## src/rtl/table_formatter.sv

```systemverilog
// table_formatter: prints a count table as "total sep m*n*c sep ..." ASCII bytes over a valid/ready stream.
// Define TABLE_FMT_CRLF_EN to use CR LF as the separator instead of a single space.
module table_formatter #(
    parameter int MAX_DIM = 5,
    parameter int CNT_W   = 2
) (
    input  logic                               clk,
    input  logic                               rst_n,
    input  logic                               start,
    input  logic [MAX_DIM*MAX_DIM*CNT_W-1:0]   info_table,
    output logic                               busy,
    output logic                               done,
    output logic [7:0]                         dout,
    output logic                               dout_valid,
    input  logic                               dout_ready
);
    localparam int N     = MAX_DIM * MAX_DIM;
    localparam int TOT_W = $clog2(N * (2**CNT_W - 1) + 1);
    localparam int IDX_W = $clog2(N);
`ifdef TABLE_FMT_CRLF_EN
    localparam int SEP_N = 2;
`else
    localparam int SEP_N = 1;
`endif
    localparam logic [2:0] TOT_LAST = 3'(2 + SEP_N);
    localparam logic [2:0] ENT_LAST = 3'(4 + SEP_N);

    typedef enum logic [2:0] {IDLE, SUM, BCD, EMIT_TOTAL, SCAN, EMIT_ENTRY, DONE} state_t;

    state_t                             state, state_nxt;
    logic [MAX_DIM*MAX_DIM*CNT_W-1:0]   snap;
    logic [TOT_W-1:0]                   total;
    logic [3:0]                         hund, tens, row, col;
    logic [IDX_W-1:0]                   idx;
    logic [2:0]                         bpos;
    logic [CNT_W-1:0]                   entry;
    logic [9:0]                         tot_w;
    logic                               last_idx, xfer, tot_end, ent_end;

    function automatic logic [7:0] asc(input logic [3:0] v);
        return 8'h30 + {4'h0, v};
    endfunction

    function automatic logic [7:0] sep(input logic second);
`ifdef TABLE_FMT_CRLF_EN
        return second ? 8'h0A : 8'h0D;
`else
        return second ? 8'h20 : 8'h20;
`endif
    endfunction

    assign entry    = snap[int'(idx)*CNT_W +: CNT_W];
    assign tot_w    = 10'(total);
    assign last_idx = idx == IDX_W'(N - 1);
    assign xfer     = dout_valid && dout_ready;
    assign tot_end  = xfer && bpos == TOT_LAST;
    assign ent_end  = xfer && bpos == ENT_LAST;

    always_ff @(posedge clk or negedge rst_n) begin
        if (!rst_n) state <= IDLE;
        else        state <= state_nxt;
    end

    always_comb begin
        state_nxt = state;
        case (state)
            IDLE:       state_nxt = start ? SUM : IDLE;
            SUM:        state_nxt = last_idx ? BCD : SUM;
            BCD:        state_nxt = tot_w < 10'd10 ? EMIT_TOTAL : BCD;
            EMIT_TOTAL: state_nxt = tot_end ? SCAN : EMIT_TOTAL;
            SCAN:       state_nxt = entry != '0 ? EMIT_ENTRY : (last_idx ? DONE : SCAN);
            EMIT_ENTRY: state_nxt = ent_end ? (last_idx ? DONE : SCAN) : EMIT_ENTRY;
            DONE:       state_nxt = IDLE;
            default:    state_nxt = IDLE;
        endcase
    end

    // Row/column track idx so the m and n digits need no divider.
    always_ff @(posedge clk or negedge rst_n) begin
        if (!rst_n) begin
            snap  <= '0;
            total <= '0;
            hund  <= '0;
            tens  <= '0;
            idx   <= '0;
            row   <= '0;
            col   <= '0;
            bpos  <= '0;
        end else begin
            case (state)
                IDLE: if (start) begin
                    snap  <= info_table;
                    total <= '0;
                    hund  <= '0;
                    tens  <= '0;
                    idx   <= '0;
                end
                SUM: begin
                    total <= total + TOT_W'(entry);
                    idx   <= last_idx ? '0 : idx + 1'b1;
                    row   <= '0;
                    col   <= '0;
                end
                BCD: begin
                    if (tot_w >= 10'd100) begin
                        total <= TOT_W'(tot_w - 10'd100);
                        hund  <= hund + 4'd1;
                    end else if (tot_w >= 10'd10) begin
                        total <= TOT_W'(tot_w - 10'd10);
                        tens  <= tens + 4'd1;
                    end else begin
                        bpos  <= hund != '0 ? 3'd0 : (tens != '0 ? 3'd1 : 3'd2);
                    end
                end
                EMIT_TOTAL: if (xfer) bpos <= bpos + 3'd1;
                SCAN: begin
                    if (entry != '0) begin
                        bpos <= '0;
                    end else begin
                        idx <= idx + 1'b1;
                        row <= col == 4'(MAX_DIM - 1) ? row + 4'd1 : row;
                        col <= col == 4'(MAX_DIM - 1) ? 4'd0 : col + 4'd1;
                    end
                end
                EMIT_ENTRY: if (ent_end) begin
                    idx <= idx + 1'b1;
                    row <= col == 4'(MAX_DIM - 1) ? row + 4'd1 : row;
                    col <= col == 4'(MAX_DIM - 1) ? 4'd0 : col + 4'd1;
                end else if (xfer) begin
                    bpos <= bpos + 3'd1;
                end
                default: ;
            endcase
        end
    end

    always_comb begin
        busy       = state != IDLE;
        done       = state == DONE;
        dout_valid = state == EMIT_TOTAL || state == EMIT_ENTRY;
        dout       = 8'h00;
        if (state == EMIT_TOTAL)
            dout = bpos == 3'd0 ? asc(hund) :
                   bpos == 3'd1 ? asc(tens) :
                   bpos == 3'd2 ? asc(tot_w[3:0]) : sep(bpos == 3'd4);
        else if (state == EMIT_ENTRY)
            dout = bpos == 3'd0 ? asc(row + 4'd1) :
                   bpos == 3'd2 ? asc(col + 4'd1) :
                   bpos == 3'd4 ? asc(4'(entry)) :
                   bpos < 3'd4  ? 8'h2A : sep(bpos == 3'd6);
    end
endmodule

```

## config.mk

```make
export PLATFORM = sky130hd
export DESIGN_NAME = table_formatter
export DESIGN_NICKNAME = d
export VERILOG_FILES = /design/src/rtl/table_formatter.sv
export SDC_FILE = /design/constraint.sdc
export NUM_CORES = 1
export LEC_CHECK = 0
export CAP_MARGIN = 20
export CORE_MARGIN = 1
export CORE_UTILIZATION = 25
export DETAILED_ROUTE_END_ITERATION = 16
export PLACE_DENSITY = 0.44
export SKIP_CTS_REPAIR_TIMING = 1
export SLEW_MARGIN = 10
export SYNTH_ARGS = -nofsm -noshare
export SYNTH_HDL_FRONTEND = slang
export SYNTH_SLANG_ARGS = --single-unit
```

## constraint.sdc

```tcl
create_clock -name clk -period 2.6 [get_ports clk]
set_clock_uncertainty 0.1 [all_clocks]
set_input_delay 0.39 -clock clk [delete_from_list [all_inputs] [get_ports clk]]
set_output_delay 0.39 -clock clk [all_outputs]
set_load 0.005 [all_outputs]
```

==> flow_summary.ini <==
[outcome]
outcome = complete, but fails checks
violations = negative setup slack

[die]
dieHeight_um = 143
fp-row-count = 51
ios = 65
die_area_sq_um = 20400
core_area_sq_um = 19500
start_util_pct = 25.5
dieWidth_um = 143

[synthesis]
ys_top_cells_by_count = nand2_1, dfrtp_1, nor2_1, clkbuf_1
ys_warn_count = 0
ys_ff_latch = 84
yosysMostFrequentCell = nand2_1
synthArstFlopShare_pct = 100
yosysSeqAreaShare_pct = 42.3
synthTopCellsByArea = dfrtp_1, nand2_1, ha_1, mux4_2, nor2_1
postSynthCellCount = 572
yosysTopAreaCellShare_pct = 42.3
synth_top_cell_by_area = dfrtp_1
synth_cell_types = 67
synth_area_sq_um = 4970
synth.avg_cell_area_sq_um = 8.68
synth_edf_count = 0
ys.flop_type = dfrtp_1

[cells_and_area]
finish.utilization_pct = 35.4
drive_gt1_share_pct = 20.7
layout.nets = 761
nFillCells = 2019
antenna-diode-count = 0
syn_to_final_growth_pct = 38.9

[route]
drtIter0Drc = 219
vias = 4432
wl_mm = 13.8
antenna_left = 0
vias_per_cell = 4.64
wl_per_cell_um = 14.5
dr.pass1.iters = 5
drc = 0

[power_and_ir_drop]
peakVddDrop_mv = 0.471
cellLeakagePower_nw = 3.31
power.density_nw_per_um2 = 1120

[global_routing]
met1_usage_pct = 18.6
grt_pass1_vias = 4361
use_met2_pct = 23.3
top_usage_layer = met2
grt.met3_usage_pct = 2.95
grt-ovfl-total = 0
grt_max_degree = 53
grt_first_pass_wirelength_mm = 22.4
antenna_found_initial = 0
track_usage_pct = 14.2

[clock_tree]
clock_sinks = 84
h-tree-depth = 3
cts_buffers = 9
clock_latency_ps = 350
cts_tree = yes
cts.path.max_buffers = 2
clk_pin_slew_ps = 60
clockRootBuffer = clkbuf_16

[place]
dp_hpwl_mm = 10.2
portBuffers = 62
pre_cts_slack_ps = -534
gp_congestion = 0.811

[sta]
tightest_slew_ps = 1080
finalSetupViolations = 26
rsz0062_at_grt = yes
finalHoldViolations = 0
drv_slew = 0
period_share_pct = 120
maxSlewHeadroom_pct = 27.6
fin_crit_ps = 3130
setup_tns_ps = -9560
worst_slack_ps = -531
clock.fmax_mhz = 319

[hold_path]
hold_depth = 2
hp-class = flip-flop to flip-flop

[critical_path]
worst_r2r_path_depth = 10
critPathMaxFanout = 6
cp_data_required_time_ps = 2740
path_class = flip-flop to flip-flop
crit_arrival_ps = 3270
start_kind = flip-flop
worstSetupEndpointType = flip-flop

[run]
drv_cap = 0
critical path, cell delays in order (launching register included):
cell,delay (ps)
dfrtp_2,450
buf_6,120
mux4_2,500
mux2i_2,190
nor3b_1,70
a211o_2,350
buf_4,150
buf_4,120
o21ba_4,200
or4_4,450
a211o_1,310
cell families after synthesis:
group,Yosys count,share of synthesized area (%)
AND/OR/NAND/NOR,280,24.3
adder cells (fa/ha/maj),22,5.69
flip-flops,84,42.3
buffers and inverters,59,5.24
other,1,0.0755
AO/OA/AOI/OAI,94,13.2
multiplexers,24,7.84
XOR/XNOR,8,1.41
routing by layer:
metal / wire length, um / up-vias
met2: 6550 / 84
met1: 6640 / 2148
met4: 218 / 0
met3: 417 / 14
li1: - / 2186
met5: 0 / -
layout by cell type, fill, tap and decap left out, types with 5 or more instances in the layout:
| cell type | count |
|---|---|
| a21oi_1 | 21 |
| dlymetal6s2s_1 | 6 |
| o21ai_0 | 12 |
| nor3_1 | 6 |
| nand2_1 | 190 |
| inv_1 | 21 |
| clkbuf_16 | 9 |
| nand3_1 | 9 |
| xor2_1 | 7 |
| o21ai_1 | 5 |
| nor2_1 | 29 |
| nor3b_1 | 5 |
| ha_1 | 16 |
| nand4_1 | 5 |
| dfrtp_1 | 82 |
| buf_6 | 6 |
| nor2b_1 | 5 |
| mux2i_1 | 6 |
| clkdlybuf4s50_1 | 55 |
| o22ai_1 | 6 |
| buf_4 | 66 |
| mux4_2 | 7 |
worst paths after layout:
path / from / to / slack [ps]
worst min register to register: snap[2]$_DFFE_PN0P_ / snap[2]$_DFFE_PN0P_ / 380
min in group asynchronous: rst_n / total[4]$_DFFE_PN0P_ / 480
worst max register to register: idx[0]$_DFFE_PN0P_ / idx[3]$_DFFE_PN0P_ / -530
worst max-delay path: idx[0]$_DFFE_PN0P_ / idx[3]$_DFFE_PN0P_ / -530
max in group asynchronous: rst_n / bpos[0]$_DFFE_PN0P_ / 1280
worst min-delay path: snap[2]$_DFFE_PN0P_ / snap[2]$_DFFE_PN0P_ / 380
flip-flops by register name, indices dropped and copies added (netlist names), 4 cells and up:
| signal | count |
|---|---|
| row | 4 |
| hund | 4 |
| total | 7 |
| tens | 4 |
| col | 4 |
| idx | 5 |
| snap | 50 |
where the power goes:
part | total (mW) | switching [mW] | internal (mW)
Sequential | 2.18 | 0.366 | 1.81
Clock | 1.42 | 0.566 | 0.850
Combinational | 4.13 | 2.03 | 2.10
per-stage QoR:
stage	power (mW)	instance area, sq um	hold WS [ps]	std cells
finish	7.73	6900	378	955
global route	8.32	6900	400	955
CTS	7.36	6620	-49.8	941
detailed placement	5.90	6300	328	925
global placement	5.88	6300	324	925
floorplan	4.49	5020	-5.59	573
area by class of cell:
class                   instances  area [sq um]  share of cell area [%]
well taps                     265           332                    4.81
inverters                      22          85.1                    1.23
repair buffers                138          1270                    18.5
flip-flops and latches         84          2100                    30.5
clock inverters                 7          98.8                    1.43
multi-input cells             430          2780                    40.3
clock buffers                   9           225                    3.27
Power figures use the tool's default switching activity.
==> patch 1 (same flow settings) <==
The 7 states of `state_t` get a one-hot encoding in 7 bits.
--- a/src/rtl/table_formatter.sv
+++ b/src/rtl/table_formatter.sv
@@ -25,7 +25,7 @@
     localparam logic [2:0] TOT_LAST = 3'(2 + SEP_N);
     localparam logic [2:0] ENT_LAST = 3'(4 + SEP_N);
 
-    typedef enum logic [2:0] {IDLE, SUM, BCD, EMIT_TOTAL, SCAN, EMIT_ENTRY, DONE} state_t;
+    typedef enum logic [6:0] {IDLE = 7'b0000001, SUM = 7'b0000010, BCD = 7'b0000100, EMIT_TOTAL = 7'b0001000, SCAN = 7'b0010000, EMIT_ENTRY = 7'b0100000, DONE = 7'b1000000} state_t;
 
     state_t                             state, state_nxt;
     logic [MAX_DIM*MAX_DIM*CNT_W-1:0]   snap;
Formal check against the unedited RTL: no difference found for any inputs over 10 cycles, from zero or initial values and one cycle with rst_n low; not proved beyond that.
==> patch 1 against the unedited design <==
- the run still ends with setup timing left
- count of clock-buffer cells in the layout rose by 1
- sequential power down 3%
- largest power group unchanged
- setup slack better by 0.24 ns
- cell area up 4.8%
- wire length grew 12%
- sequential cell count grew 4
- power shrank 20%
- critical path depth decreased by 4
- synthesized area up 4.4%
==> patch 1: results (changes against the unedited design) <==
setup_tns -> -1.83 ns (was -9.56 ns)
vias in the first global route -> 4483 (was 4361)
Slew Limit Headroom -> 48.8% (was 27.6%)
top cells by area, synth -> dfrtp_1 42%, mux2_2 12%, ha_1 5.1%, mux2i_1 5.0%, nand2_1 3.0% (was dfrtp_1 42%, nand2_1 15%, ha_1 5.3%, mux4_2 2.7%, nor2_1 2.3%)
final setup vio count -> 16 (was 26)
Reg power frac -> 34.1% (was 28.2%)
Fin Hold WS -> 0.405 ns (was 0.378 ns)
Hold Path End -> snap[1] (was snap[2])
# fillers -> 2074 (was 2019)
Post-DP HPWL -> 11200 µm (was 10200 µm)
Post-Route WL -> 15400 µm (was 13800 µm)
global-route wire length before repair -> 24300 µm (was 22400 µm)
failing checks -> setup timing (unchanged)
VDD IR max -> 0.352 mV (was 0.471 mV)
pre-CTS setup slack -> -0.429 ns (was -0.534 ns)
critical path's largest stage delay -> 0.54 ns (was 0.50 ns)
reg2reg path depth -> 12 (was 10)
Synth Area in Compound Gates -> 13.5% (was 13.2%)
Comb power -> 2.78 mW (was 4.13 mW)
commonest cells in the netlist -> 87 x dfrtp_1, 53 x mux2_2, 42 x nand2_1 (was 192 x nand2_1, 84 x dfrtp_1, 31 x nor2_1)
Initial DRC Count -> 177 (was 219)
worst setup path start -> state[2] (was idx[0])
Sw Pwr -> 2.12 mW (was 2.96 mW)
ratio of cells with drive above 1 in the final layout -> 32.4% (was 20.7%)
mux cell area share after synthesis -> 16.8% (was 7.84%)
clock power share -> 21.0% (was 18.3%)
Placer Congestion -> 0.841 (was 0.811)
status -> finished, violations left (unchanged)
largest net degree at the start of global routing -> 55 (was 53)
post-synth cell types -> 66 (was 67)
crit path to -> dout[0] (was idx[3])
Worst Path Max Fanout -> 2 (was 6)
Syn Area/Cell -> 10.3 µm² (was 8.68 µm²)
Regs by FF count -> snap (50), state (7), total (7) (was snap (50), total (7), idx (5))
Area Overhead vs Synth -> 39.3% (was 38.9%)
r2r setup slk -> -0.11 ns (was -0.53 ns)
slowest library cell on the worst path -> or4_4 (was mux4_2)
hold path depth -> 1 (was 2)
Synth Area in Adders -> 5.45% (was 5.69%)
slack of the critical path -> -0.293 ns (was -0.531 ns)
hold path start -> snap[1] (was snap[2])
post-DR wirelength/cell -> 17.0 µm (was 14.5 µm)
==> patch 1: cell count changes in the layout (fill, tap and decap cells not counted), moves of 5 or more <==
cell / unedited run / this run
nand4b_1: 0 / 7
nor3_1: 6 / 0
mux4_2: 7 / 0
nand2_1: 190 / 41
mux2i_1: 6 / 21
buf_4: 66 / 75
and2_1: 0 / 6
mux2_2: 4 / 50
a22oi_1: 2 / 13
o31ai_1: 2 / 7
==> patch 1: layer usage <==
metal	wire length [µm]	track usage [%]	share of wire, %	vias up
li1	-	-	-	2097
met1	7180	19.5	47	2158
met2	7340	23.6	48	101
met3	735	4.03	4.8	15
met4	164	3.33	1.1	0
met5	0	0	0	-
==> patch 1: layout make-up <==
| class | instances | area share, % |
|---|---|---|
| multi-input cells | 366 | 40.9 |
| flip-flops and latches | 88 | 30.5 |
| repair buffers | 149 | 18.8 |
| well taps | 270 | 4.68 |
| clock buffers | 10 | 3.17 |
| inverters | 20 | 1.11 |
| clock inverters | 5 | 0.797 |
==> patch 2 (same settings) <==
Without the edit above. Change the parameter `CNT_W` from 2 to 1.
--- a/src/rtl/table_formatter.sv
+++ b/src/rtl/table_formatter.sv
@@ -2,7 +2,7 @@
 // Define TABLE_FMT_CRLF_EN to use CR LF as the separator instead of a single space.
 module table_formatter #(
     parameter int MAX_DIM = 5,
-    parameter int CNT_W   = 2
+    parameter int CNT_W   = 1
 ) (
     input  logic                               clk,
     input  logic                               rst_n,
Interface: changed (resized info_table); port bits go from 65 to 40. No check against the original RTL was run, so the function may have changed too.
==> patch 2 against the unedited design <==
- the run ends with hold timing, setup timing left
- wire length is 35% lower
- hold slack worse by 0.40 ns
- sequential cell count is 27 lower
- synthesized area is 31% lower
- die area is 30% lower
- cell area is 30% lower
- largest cell class unchanged
- setup slack better by 0.49 ns
- power is 32% lower
==> patch 2: results (changes against the unedited design) <==
sequential-to-total area share from yosys stat -> 41.4% (was 42.3%)
reg2reg path depth -> 11 (was 10)
Inserted Diodes -> 0 (unchanged)
YS warnings -> 0 (unchanged)
Root Driver -> clkbuf_16 (unchanged)
Final nets -> 476 (was 761)
VDD IR max -> 0.490 mV (was 0.471 mV)
r2r setup slk -> 0.01 ns (was -0.53 ns)
max FFs per register -> 25 (was 50)
Syn Area/Cell -> 9.73 µm² (was 8.68 µm²)
Fin Hold WS -> -0.0261 ns (was 0.378 ns)
Post-Route WL -> 9030 µm (was 13800 µm)
ratio of cells with drive above 1 in the final layout -> 29.3% (was 20.7%)
slew at the pin closest to its max-slew limit -> 0.602 ns (was 1.08 ns)
largest net degree at the start of global routing -> 36 (was 53)
Global Route Usage Sum -> 13.0% (was 14.2%)
final setup vio count -> 1 (was 26)
Worst EP arrival -> 2.15 ns (was 3.27 ns)
Placer Congestion -> 0.846 (was 0.811)
RR Endpoint -> total[4] (was idx[3])
failing checks -> hold timing, setup timing (was setup timing)
post-synth cell types -> 58 (was 67)
global-route wire length before repair -> 14300 µm (was 22400 µm)
via-per-instance ratio -> 4.71 (was 4.64)
DP Cell Count -> 583 (was 925)
FF-to-FF Start -> idx[0] (unchanged)
post-DR wirelength/cell -> 14.8 µm (was 14.5 µm)
initial antenna violation count -> 0 (unchanged)
Skew-Pair Late Insertion Delay -> 0.33 ns (was 0.35 ns)
IO buf count -> 37 (was 62)
TritonRoute pass-1 iters -> 4 (was 5)
Async SR Flop Fraction -> 100% (unchanged)
P_leak -> 2.11 nW (was 3.31 nW)
commonest cells in the netlist -> 57 x dfrtp_1, 31 x nor2_1, 27 x nand2_1 (was 192 x nand2_1, 84 x dfrtp_1, 31 x nor2_1)
Initial DRC Count -> 159 (was 219)
Regs by FF count -> snap (25), idx (5), total (5) (was snap (50), total (7), idx (5))
top cells by area, synth -> dfrtp_1 41%, mux2_2 8.2%, ha_1 6.5%, nor2_1 3.4%, nand2_1 2.9% (was dfrtp_1 42%, nand2_1 15%, ha_1 5.3%, mux4_2 2.7%, nor2_1 2.3%)
Max H-tree Level -> 3 (unchanged)
slack of the critical path -> -0.0384 ns (was -0.531 ns)
top_reg_cell synth -> dfrtp_1 (unchanged)
HP Class -> primary input to async pin (was register to register)
vias in the first global route -> 2863 (was 4361)
Clock Pin Slew Worst Setup and Hold Paths -> 0.05 ns
status -> finished, violations left (unchanged)
DP Area -> 4210 µm² (was 6300 µm²)
Post-DP HPWL -> 6550 µm (was 10200 µm)
CTS Buf Count -> 9 (unchanged)
Final Hold Fails -> 22 (was 0)
patch 2: worst max path at each step:
stage	from	endpoint	slack, ns	depth (start not counted)
after floorplan	idx[0]	total[2]	0.05	10
after global placement	idx[0]	dout[0]	-0.21	7
after detailed placement	idx[0]	dout[0]	-0.24	7
after CTS	idx[0]	dout[0]	-0.59	7
after global routing	idx[0]	dout[0]	-0.16	7
final	idx[0]	dout[0]	-0.04	8
patch 2: cell families after synthesis:
| family | count (synthesis) | synth area share (%) |
|---|---|---|
| DFF | 57 | 41.4 |
| adders and majority gates | 18 | 6.54 |
| buffers and inverters | 42 | 5.27 |
| xor gates and xnor gates | 6 | 1.53 |
| other | 1 | 0.109 |
| and+or+nand+nor | 106 | 15.0 |
| muxes | 39 | 13.5 |
| AOI/OAI and AO/OA | 85 | 16.6 |
patch 2: layer usage:
| layer | share of wire (%) | vias to the layer above | track usage, % |
|---|---|---|---|
| met1 | 49 | 1377 | 17.3 |
| met2 | 46 | 67 | 19.8 |
| met3 | 3.4 | 13 | 3.40 |
| met5 | 0 | - | 0 |
| met4 | 2.1 | 0 | 5.39 |
| li1 | - | 1416 | - |
patch 2: power by group:
group          internal (mW)  switching (mW)  leakage [nW]
combinational           1.30            1.14          1.23
clock                  0.892           0.398         0.157
sequential              1.20           0.293         0.715
total                   3.39            1.84          2.11
patch 2: metrics by stage:
stage | hold WS (ns) | util [%] | worst slack [ns] | TNS [ns]
after CTS | -0.0152 | 34.0 | -0.590 | -2.19
final | -0.0261 | 36.3 | -0.0384 | -0.0384
after detailed placement | 0.332 | 31.6 | -0.239 | -0.896
after global placement | 0.337 | 31.6 | -0.211 | -0.571
after global routing | 0.0108 | 36.3 | -0.159 | -0.449
after floorplan | -0.00559 | - | 0.0478 | 0
patch 2: critical path: stages, from the launching register on:
cell and delay, ns:
dfrtp_2 0.46, buf_4 0.16, or3b_4 0.38, nor3b_2 0.21, a211oi_2 0.07, nor2_2 0.20
o2111ai_2 0.13, nand3_1 0.10, clkbuf_2 0.11
patch 2: layout make-up:
| type | instances | area, µm² |
|---|---|---|
| Inverter | 22 | 85.1 |
| Timing Repair Buffer | 83 | 763 |
| Fill cell | 1401 | 8500 |
| Multi-Input combinational cell | 256 | 2020 |
| Sequential cell | 57 | 1430 |
| Tap cell | 176 | 220 |
| Clock buffer | 14 | 264 |
| Clock inverter | 2 | 60.1 |
